[src/rtl/uart_pkg.sv]
// Shared types and sizing helpers for the UART transmit path.
package uart_pkg;

   localparam int unsigned UART_DATA_W = 8;

   typedef enum logic [1:0] {
      IDLE,
      START,
      WAIT_DONE,
      GAP
   } tx_ctrl_state_t;

   // Occupancy counter must represent 0..depth inclusive.
   function automatic int unsigned count_w(input int unsigned depth);
      return $clog2(depth) + 1;
   endfunction

endpackage

[src/rtl/sync_fifo.sv]
// Single-clock circular-buffer FIFO with registered read data, occupancy count and flush.
module sync_fifo
   import uart_pkg::*;
#(
   parameter int unsigned DEPTH  = 16,
   parameter int unsigned DATA_W = UART_DATA_W,
   localparam int unsigned CNT_W = count_w(DEPTH)
) (
   input  logic              clk,
   input  logic              rst_n,
   input  logic              push,
   input  logic              pop,
   input  logic              flush,
   input  logic [DATA_W-1:0] din,
   output logic [DATA_W-1:0] dout,
   output logic              full,
   output logic              empty,
   output logic [CNT_W-1:0]  count
);

   localparam int unsigned PTR_W = $clog2(DEPTH);

   logic [DATA_W-1:0] mem [DEPTH];
   logic [PTR_W-1:0]  wr_ptr;
   logic [PTR_W-1:0]  rd_ptr;
   logic              do_push;
   logic              do_pop;
   logic [CNT_W-1:0]  count_next;

   // Flush wins over any same-cycle push or pop.
   assign do_push = push & ~full & ~flush;
   assign do_pop  = pop & ~empty & ~flush;

   always_comb begin
      count_next = count;
      if (flush) begin
         count_next = '0;
      end else if (do_push && !do_pop) begin
         count_next = count + CNT_W'(1);
      end else if (do_pop && !do_push) begin
         count_next = count - CNT_W'(1);
      end
   end

   always_ff @(posedge clk or negedge rst_n) begin
      if (!rst_n) begin
         wr_ptr <= '0;
         rd_ptr <= '0;
         count  <= '0;
         full   <= 1'b0;
         empty  <= 1'b1;
         dout   <= '0;
      end else begin
         count <= count_next;
         full  <= (count_next == CNT_W'(DEPTH));
         empty <= (count_next == '0);
         if (flush) begin
            wr_ptr <= '0;
            rd_ptr <= '0;
         end else begin
            if (do_push) begin
               wr_ptr <= wr_ptr + PTR_W'(1);
            end
            if (do_pop) begin
               rd_ptr <= rd_ptr + PTR_W'(1);
               dout   <= mem[rd_ptr];
            end
         end
      end
   end

   // Storage needs no reset; occupancy tracking guards every read.
   always_ff @(posedge clk) begin
      if (do_push) begin
         mem[wr_ptr] <= din;
      end
   end

endmodule

[src/rtl/uart_tx_fifo_ctrl.sv]
// Byte queue in front of UART_TX: buffers producer bytes and sequences one
// start/done frame per byte, with an optional idle gap between frames.
module uart_tx_fifo_ctrl
   import uart_pkg::*;
#(
   parameter int unsigned DEPTH      = 16,
   parameter int unsigned DATA_W     = UART_DATA_W,
   parameter int unsigned GAP_CYCLES = 0,
   localparam int unsigned CNT_W     = count_w(DEPTH)
) (
   input  logic              i_clk,
   input  logic              i_aresetn,
   input  logic              i_wr_valid,
   input  logic [DATA_W-1:0] i_wr_data,
   output logic              o_wr_ready,
   input  logic              i_flush,
   output logic              o_tx_start,
   output logic [DATA_W-1:0] o_tx_data,
   input  logic              i_tx_done,
   output logic [CNT_W-1:0]  o_count,
   output logic              o_busy,
   output logic              o_overflow
);

   localparam int unsigned GAP_W = (GAP_CYCLES > 1) ? $clog2(GAP_CYCLES) : 1;
   localparam logic [GAP_W-1:0] GAP_LOAD = (GAP_CYCLES > 0) ? GAP_W'(GAP_CYCLES - 1) : '0;

   tx_ctrl_state_t   state;
   tx_ctrl_state_t   state_next;
   logic [GAP_W-1:0] gap_cnt;
   logic [GAP_W-1:0] gap_next;
   logic             pop_c;
   logic             full;
   logic             empty;

   // Ready is the inverse of the registered full flag, so it reflects the last edge.
   assign o_wr_ready = ~full;

   sync_fifo #(
      .DEPTH  (DEPTH),
      .DATA_W (DATA_W)
   ) u_fifo (
      .clk   (i_clk),
      .rst_n (i_aresetn),
      .push  (i_wr_valid & o_wr_ready),
      .pop   (pop_c),
      .flush (i_flush),
      .din   (i_wr_data),
      .dout  (o_tx_data),
      .full  (full),
      .empty (empty),
      .count (o_count)
   );

   always_comb begin
      state_next = state;
      gap_next   = gap_cnt;
      pop_c      = 1'b0;
      unique case (state)
         IDLE: begin
            if (!empty && !i_flush) begin
               pop_c      = 1'b1;
               state_next = START;
            end
         end
         START: begin
            state_next = WAIT_DONE;
         end
         WAIT_DONE: begin
            if (i_tx_done) begin
               if (GAP_CYCLES > 0) begin
                  state_next = GAP;
                  gap_next   = GAP_LOAD;
               end else begin
                  state_next = IDLE;
               end
            end
         end
         GAP: begin
            if (gap_cnt == '0) begin
               state_next = IDLE;
            end else begin
               gap_next = gap_cnt - GAP_W'(1);
            end
         end
         default: begin
            state_next = IDLE;
         end
      endcase
   end

   // Start pulse is registered off the START state, landing one edge after the pop.
   always_ff @(posedge i_clk or negedge i_aresetn) begin
      if (!i_aresetn) begin
         state      <= IDLE;
         gap_cnt    <= '0;
         o_tx_start <= 1'b0;
         o_busy     <= 1'b0;
         o_overflow <= 1'b0;
      end else begin
         state      <= state_next;
         gap_cnt    <= gap_next;
         o_tx_start <= (state == START);
         o_busy     <= (state_next != IDLE);
         if (i_wr_valid && !o_wr_ready) begin
            o_overflow <= 1'b1;
         end
      end
   end

endmodule
[config.mk]
export PLATFORM = sky130hd
export DESIGN_NAME = uart_tx_fifo_ctrl
export DESIGN_NICKNAME = d
export VERILOG_FILES = /design/src/rtl/uart_pkg.sv /design/src/rtl/sync_fifo.sv /design/src/rtl/uart_tx_fifo_ctrl.sv
export SDC_FILE = /design/constraint.sdc
export NUM_CORES = 1
export LEC_CHECK = 0
export BUFFER_PORTS_ARGS = -buffer_cell sky130_fd_sc_hd__buf_2
export CORE_MARGIN = 5
export CORE_UTILIZATION = 55
export DETAILED_ROUTE_END_ITERATION = 12
export GPL_TIMING_DRIVEN = 0
export PLACE_DENSITY = 0.74
export RECOVER_POWER = 50
export SLEW_MARGIN = 10
export SYNTH_ARGS = -nofsm -noshare
export SYNTH_HDL_FRONTEND = slang
export SYNTH_SLANG_ARGS = --single-unit
export TNS_END_PERCENT = 5
[constraint.sdc]
create_clock -name i_clk -period 5.62 [get_ports i_clk]
set_clock_uncertainty 0.05 [all_clocks]
set_input_delay 0.843 -clock i_clk [delete_from_list [all_inputs] [get_ports i_clk]]
set_output_delay 0.843 -clock i_clk [all_outputs]
set_load 0.01 [all_outputs]
[Word-level counts from Yosys, hierarchy flattened]
Memory sizes are Yosys's and may differ from the RTL's. A register that Yosys moved wholly into a read port is not among the register bits.
Cells that the tools add are included.
Storage, ports and cells
  bits in registers: 21
  RAM bits: 128
  output and inout bits: 17
  memories kept: 1
Operators by class
  multiplexer cells: 16
  reduce and logical (&&, ||, !) cells: 15
  bitwise gates (word level): 8
  add/subtract/negate cells: 5
  equality and inequality tests: 4
Memories
  u_fifo.mem: words 16, bits a word 8, read ports 1, clocked after Yosys merged registers in 1, write ports 1, RTL line sync_fifo.sv:23  | logic [DATA_W-1:0] mem [DEPTH];
Operators by type and width (number)
  $mux 4: 4
  $mux 5: 3
  $add 4x1->4 const B: 2
  $pmux 2 s4: 1
  $mux 2: 3
  $reduce_bool 2->1: 3
  $add 5x1->5 const B: 1
  $and 1x1->1: 5
  $eq 5x5->1 const B: 1
  $logic_not 1->1: 5
  $logic_not 5->1: 1
  $mux 1: 5
  $sub 5x1->5 const B: 1
  $eq 2x2->1 const B: 2
  $logic_and 1x1->1: 4
  $not 1->1: 3
  $eq 2x1->1 const B: 1
  $logic_not 2->1: 1
  $reduce_and 2->1: 1
  $sub 1x1->1 const B: 1

[Depth between registers and ports, before layout]
  depth in word-level cells: 11
  depth in mapped cells: 7
  depth with buffers taken out: 7

[By module]
A second synthesis with hierarchy kept.
Second synthesis, totals
  cell total of the unflattened synthesis: 351
  area total of the unflattened synthesis: 6284.8 sq um
By module, submodules not included
  sync_fifo: cells each 335, area an instance 6092.1 sq um, instances 1
  uart_tx_fifo_ctrl: cells each 16, area an instance 192.7 sq um, instances 1

[Worst setup path before layout]
OpenSTA, ideal clock, no wires.
  kind: input port to flip-flop
  from: in i_wr_valid
  to: mem u_fifo.mem[0][0] (netlist bit), enable pin
  data required time: 5.187 ns
  slack: 3.240 ns
  cell stages on the path: 5
  data arrival time: 1.946 ns
  setup time: 0.383 ns
  cells stage by stage: nand2b_1 buf_2 nor2_1 nand2_1 nor3_1
On the way
  word-level cells in the longest chain between the ends: 5
RTL lines
  start: declaration: RTL line uart_tx_fifo_ctrl.sv:13  | input logic i_wr_valid,
  $and 1x1->1: RTL line uart_tx_fifo_ctrl.sv:45  | .push (i_wr_valid & o_wr_ready),
  $and 1x1->1 (2 in series): RTL line sync_fifo.sv:31  | assign do_push = push & ~full & ~flush;
  $mux 1: RTL line sync_fifo.sv:74  | if (do_push) begin
  $mux 1 (implied by the code): RTL line sync_fifo.sv:75  | mem[wr_ptr] <= din;
  end: declaration: RTL line sync_fifo.sv:23
No other way between the ends.

[Worst setup path after layout]
  from: in i_wr_valid
  to: mem u_fifo.mem[13][0] (netlist bit), enable pin
The elaborated chain is that of the path after synthesis.

==> flow_metrics.env <==
export IMPL_finish_utilization_pct=64.8
export IMPL_tns_ns=0
export IMPL_floorplan_core_area_um2=11000
export IMPL_clock_sink_count=156
export IMPL_hold_violations=0
export IMPL_ant_nets=0
export IMPL_cts_root_buffer_cell="sky130_fd_sc_hd__clkbuf_16"
export IMPL_worstSetupStartpointType="primary input"
export IMPL_most_common_cell_after_layout_fill_and_taps_aside="sky130_fd_sc_hd__edfxtp_1"
export IMPL_dieArea_um2=13600
export IMPL_dpl_hpwl_mm=7.64
export IMPL_routed_wire_length_per_instance_um=22.4
export IMPL_gp_congestion=0.804
export IMPL_grt_first_pass_wirelength_mm=19.3
export IMPL_final_min_period_over_clock_period_pct=44.1
export IMPL_path_max_fanout=10
export IMPL_drt_iter0_drc=225
export IMPL_num_vias=3260
export IMPL_num_nets_final=413
export IMPL_crit_family="simple AND/OR/NAND/NOR gates"
export IMPL_number_of_buffers_created_by_cts=17
export IMPL_max_slew_margin_pct=-3.56
export IMPL_clock_fmax_mhz=403
export IMPL_port_buffers=28
export IMPL_grt_pass1_vias=3396
export IMPL_total_routed_wirelength_mm=12.2
export IMPL_crit_slowest_cell="sky130_fd_sc_hd__nor2_1"
export IMPL_worst_setup_path_end_kind="flop"
export IMPL_power_density_nw_per_um2=435
export IMPL_grt_max_degree=29
export IMPL_yosysWarningCount=0
export IMPL_clock_latency_ns=0.41
export IMPL_syn_area_per_cell_um2=18.0
export IMPL_grt_antenna_before_repair=0
export IMPL_die_w_um=117
export IMPL_p_leak_nw=2.42
export IMPL_maxSlewViolCount=29
export IMPL_post_route_min_period_ns=2.48
export IMPL_detail_route_first_pass_iterations=4
export IMPL_dp_cells=514
export IMPL_rows=38
export IMPL_status="finished with violations"
export IMPL_ctsResizeCount=0
export IMPL_fraction_of_layout_instances_using_a_drive_strength_above_1_pct=26.4
export IMPL_yosysUniqueCellTypes=40
export IMPL_n_antenna_cell=0
export IMPL_layoutNonFillerInstCount=545
export IMPL_synth_edff_count=128
export IMPL_layout_cell_area_non_filler_um2=7120
export IMPL_synth_sequential_area_ratio_pct=72.8
export IMPL_synthesis_instances=346
export IMPL_cp_cell_sequence="clkbuf_1, nand2b_1, buf_2, nor2_1, nand2_1, nor2_1"
export IMPL_dieHeight_um=117
export IMPL_synth_fp_nets=366
export IMPL_critPathMaxStageDelay_ns=0.82
export IMPL_clock_tree_htree_level_count=4
export IMPL_clk_path_buf_depth=2
export IMPL_start_util_pct=56.8
export IMPL_avgViaCountPerCell=5.98
export IMPL_setup_repair_after_global_routing_missed_its_margin="no"
export IMPL_cts_tree="yes"
export IMPL_timing_worst_setup_path_type="in -> reg"
export IMPL_vdd_drop_max_mv=0.279
export IMPL_cp_data_arrival_time_ns=2.47
export IMPL_holdCritPathClass="reg -> reg"
export IMPL_finalSetupViolCount=0
export IMPL_total_power_mw=3.10
export IMPL_ctsHoldBuffers=0
export IMPL_cap_violations=1
export IMPL_commonest_non_fill_non_tap_cells_in_the_layout="128 x sky130_fd_sc_hd__edfxtp_1, 32 x sky130_fd_sc_hd__mux4_2, 31 x sky130_fd_sc_hd__nor2_1, 27 x sky130_fd_sc_hd__dfrtp_1, 23 x sky130_fd_sc_hd__buf_2"
export IMPL_groute_usage_overall_pct=20.0
export IMPL_critical_path_most_common_cell="sky130_fd_sc_hd__nor2_1"
export IMPL_global_route_overflow=0
export IMPL_ys_flop_type="sky130_fd_sc_hd__edfxtp_1"
export IMPL_fillCellCount=750
export IMPL_async_reset_ff_share_pct=17.9
export IMPL_cts_setup_buffers=0
export IMPL_cp_num_buf_inv=2
export IMPL_clk_transition_reported_paths_ns=0.06
export IMPL_critical_path_required_ns=5.61
export IMPL_failing_checks="capacitance limit, slew limit"
export IMPL_detail_route_drc_violations=0
export IMPL_synth_ff_latch_count=156
export IMPL_placed_area_um2=6580
export IMPL_post_synth_instance_area_um2=6240
export IMPL_timing_worst_slew_pin_value_ns=1.55
export IMPL_io_pins=30
export IMPL_area_growth_synth_to_final_pct=14.1
-- state kept, by name (all words and copies together) (netlist names) --
register,cells
u_fifo.dout,8
u_fifo.wr_ptr,4
u_fifo.rd_ptr,4
o_overflow,1
o_tx_start,1
u_fifo.full,1
o_busy,1
u_fifo.empty,1
u_fifo.mem,128
state,2
u_fifo.count,5
-- synth_stat cells (2+ instances only) --
master	n	area (um2)
sky130_fd_sc_hd__nor2_1	31	116
sky130_fd_sc_hd__a21oi_1	4	20.0
sky130_fd_sc_hd__nand3_1	4	20.0
sky130_fd_sc_hd__nand4_1	4	25.0
sky130_fd_sc_hd__edfxtp_1	128	3840
sky130_fd_sc_hd__buf_6	2	22.5
sky130_fd_sc_hd__nor4_1	3	18.8
sky130_fd_sc_hd__o22ai_1	15	93.8
sky130_fd_sc_hd__nor2b_1	2	12.5
sky130_fd_sc_hd__ha_1	7	87.6
sky130_fd_sc_hd__a211oi_1	2	15.0
sky130_fd_sc_hd__nand2_1	17	63.8
sky130_fd_sc_hd__xnor2_1	3	26.3
sky130_fd_sc_hd__inv_1	7	26.3
sky130_fd_sc_hd__xor2_1	5	43.8
sky130_fd_sc_hd__buf_2	5	25.0
sky130_fd_sc_hd__a21o_1	3	22.5
sky130_fd_sc_hd__nand2b_1	4	25.0
sky130_fd_sc_hd__clkbuf_1	5	18.8
sky130_fd_sc_hd__a31oi_1	2	12.5
sky130_fd_sc_hd__buf_4	4	30.0
sky130_fd_sc_hd__mux4_2	32	721
sky130_fd_sc_hd__dfrtp_1	27	676
sky130_fd_sc_hd__mux2_2	9	101
sky130_fd_sc_hd__nor3_1	6	30.0
-- routing by layer --
| metal | routed length, um | vias up | track usage [%] |
|---|---|---|---|
| met4 | 150 | 0 | 6.26 |
| met3 | 617 | 15 | 4.20 |
| met1 | 5190 | 1698 | 28.0 |
| met5 | 0 | - | 0 |
| li1 | - | 1460 | - |
| met2 | 6240 | 87 | 32.0 |
-- stage by stage --
stage,hold slack [ns],worst slack (ns)
floorplan,0.443,3.24
global placement,0.382,2.54
detailed placement,0.389,2.84
CTS,0.402,3.19
global route,0.439,2.95
finish,0.402,3.14
-- logic make-up after synthesis --
family | count (synthesis) | synth area share [%]
AND/OR/NAND/NOR | 78 | 6.04
AO/OA/AOI/OAI | 30 | 3.15
buffers and inverters | 25 | 2.11
flip-flops | 156 | 72.8
XOR/XNOR | 8 | 1.12
adder cells (fa/ha/maj) | 7 | 1.40
multiplexers | 42 | 13.3
-- power breakdown --
group | switching, mW | internal, mW
combinational | 0.317 | 0.282
clock | 0.453 | 0.652
sequential | 0.0600 | 1.33
-- area by class of cell --
class	count	area, um2	area share, %
clock buffer	17	425	5.98
buffer	17	100	1.41
clock inverter	14	145	2.04
timing repair buffer	28	128	1.79
inverter	8	31.3	0.439
multi-input combinational	165	1570	22.0
tap	140	175	2.46
sequential	156	4550	63.9
-- worst paths after layout --
check                            start                 to  slack [ns]  cells past startpoint
max in group asynchronous    i_aresetn   u_fifo.rd_ptr[0]        3.86                      1
hold / removal              o_overflow         o_overflow        0.40                      1
min in group asynchronous    i_aresetn        u_fifo.full        0.75                      1
hold reg to reg             o_overflow         o_overflow        0.40                      1
setup / recovery            i_wr_valid  u_fifo.mem[13][0]        3.14                      6
setup reg to reg           u_fifo.full  u_fifo.mem[13][0]        3.17                      5
Note: power is estimated with default switching activity, not from simulation.
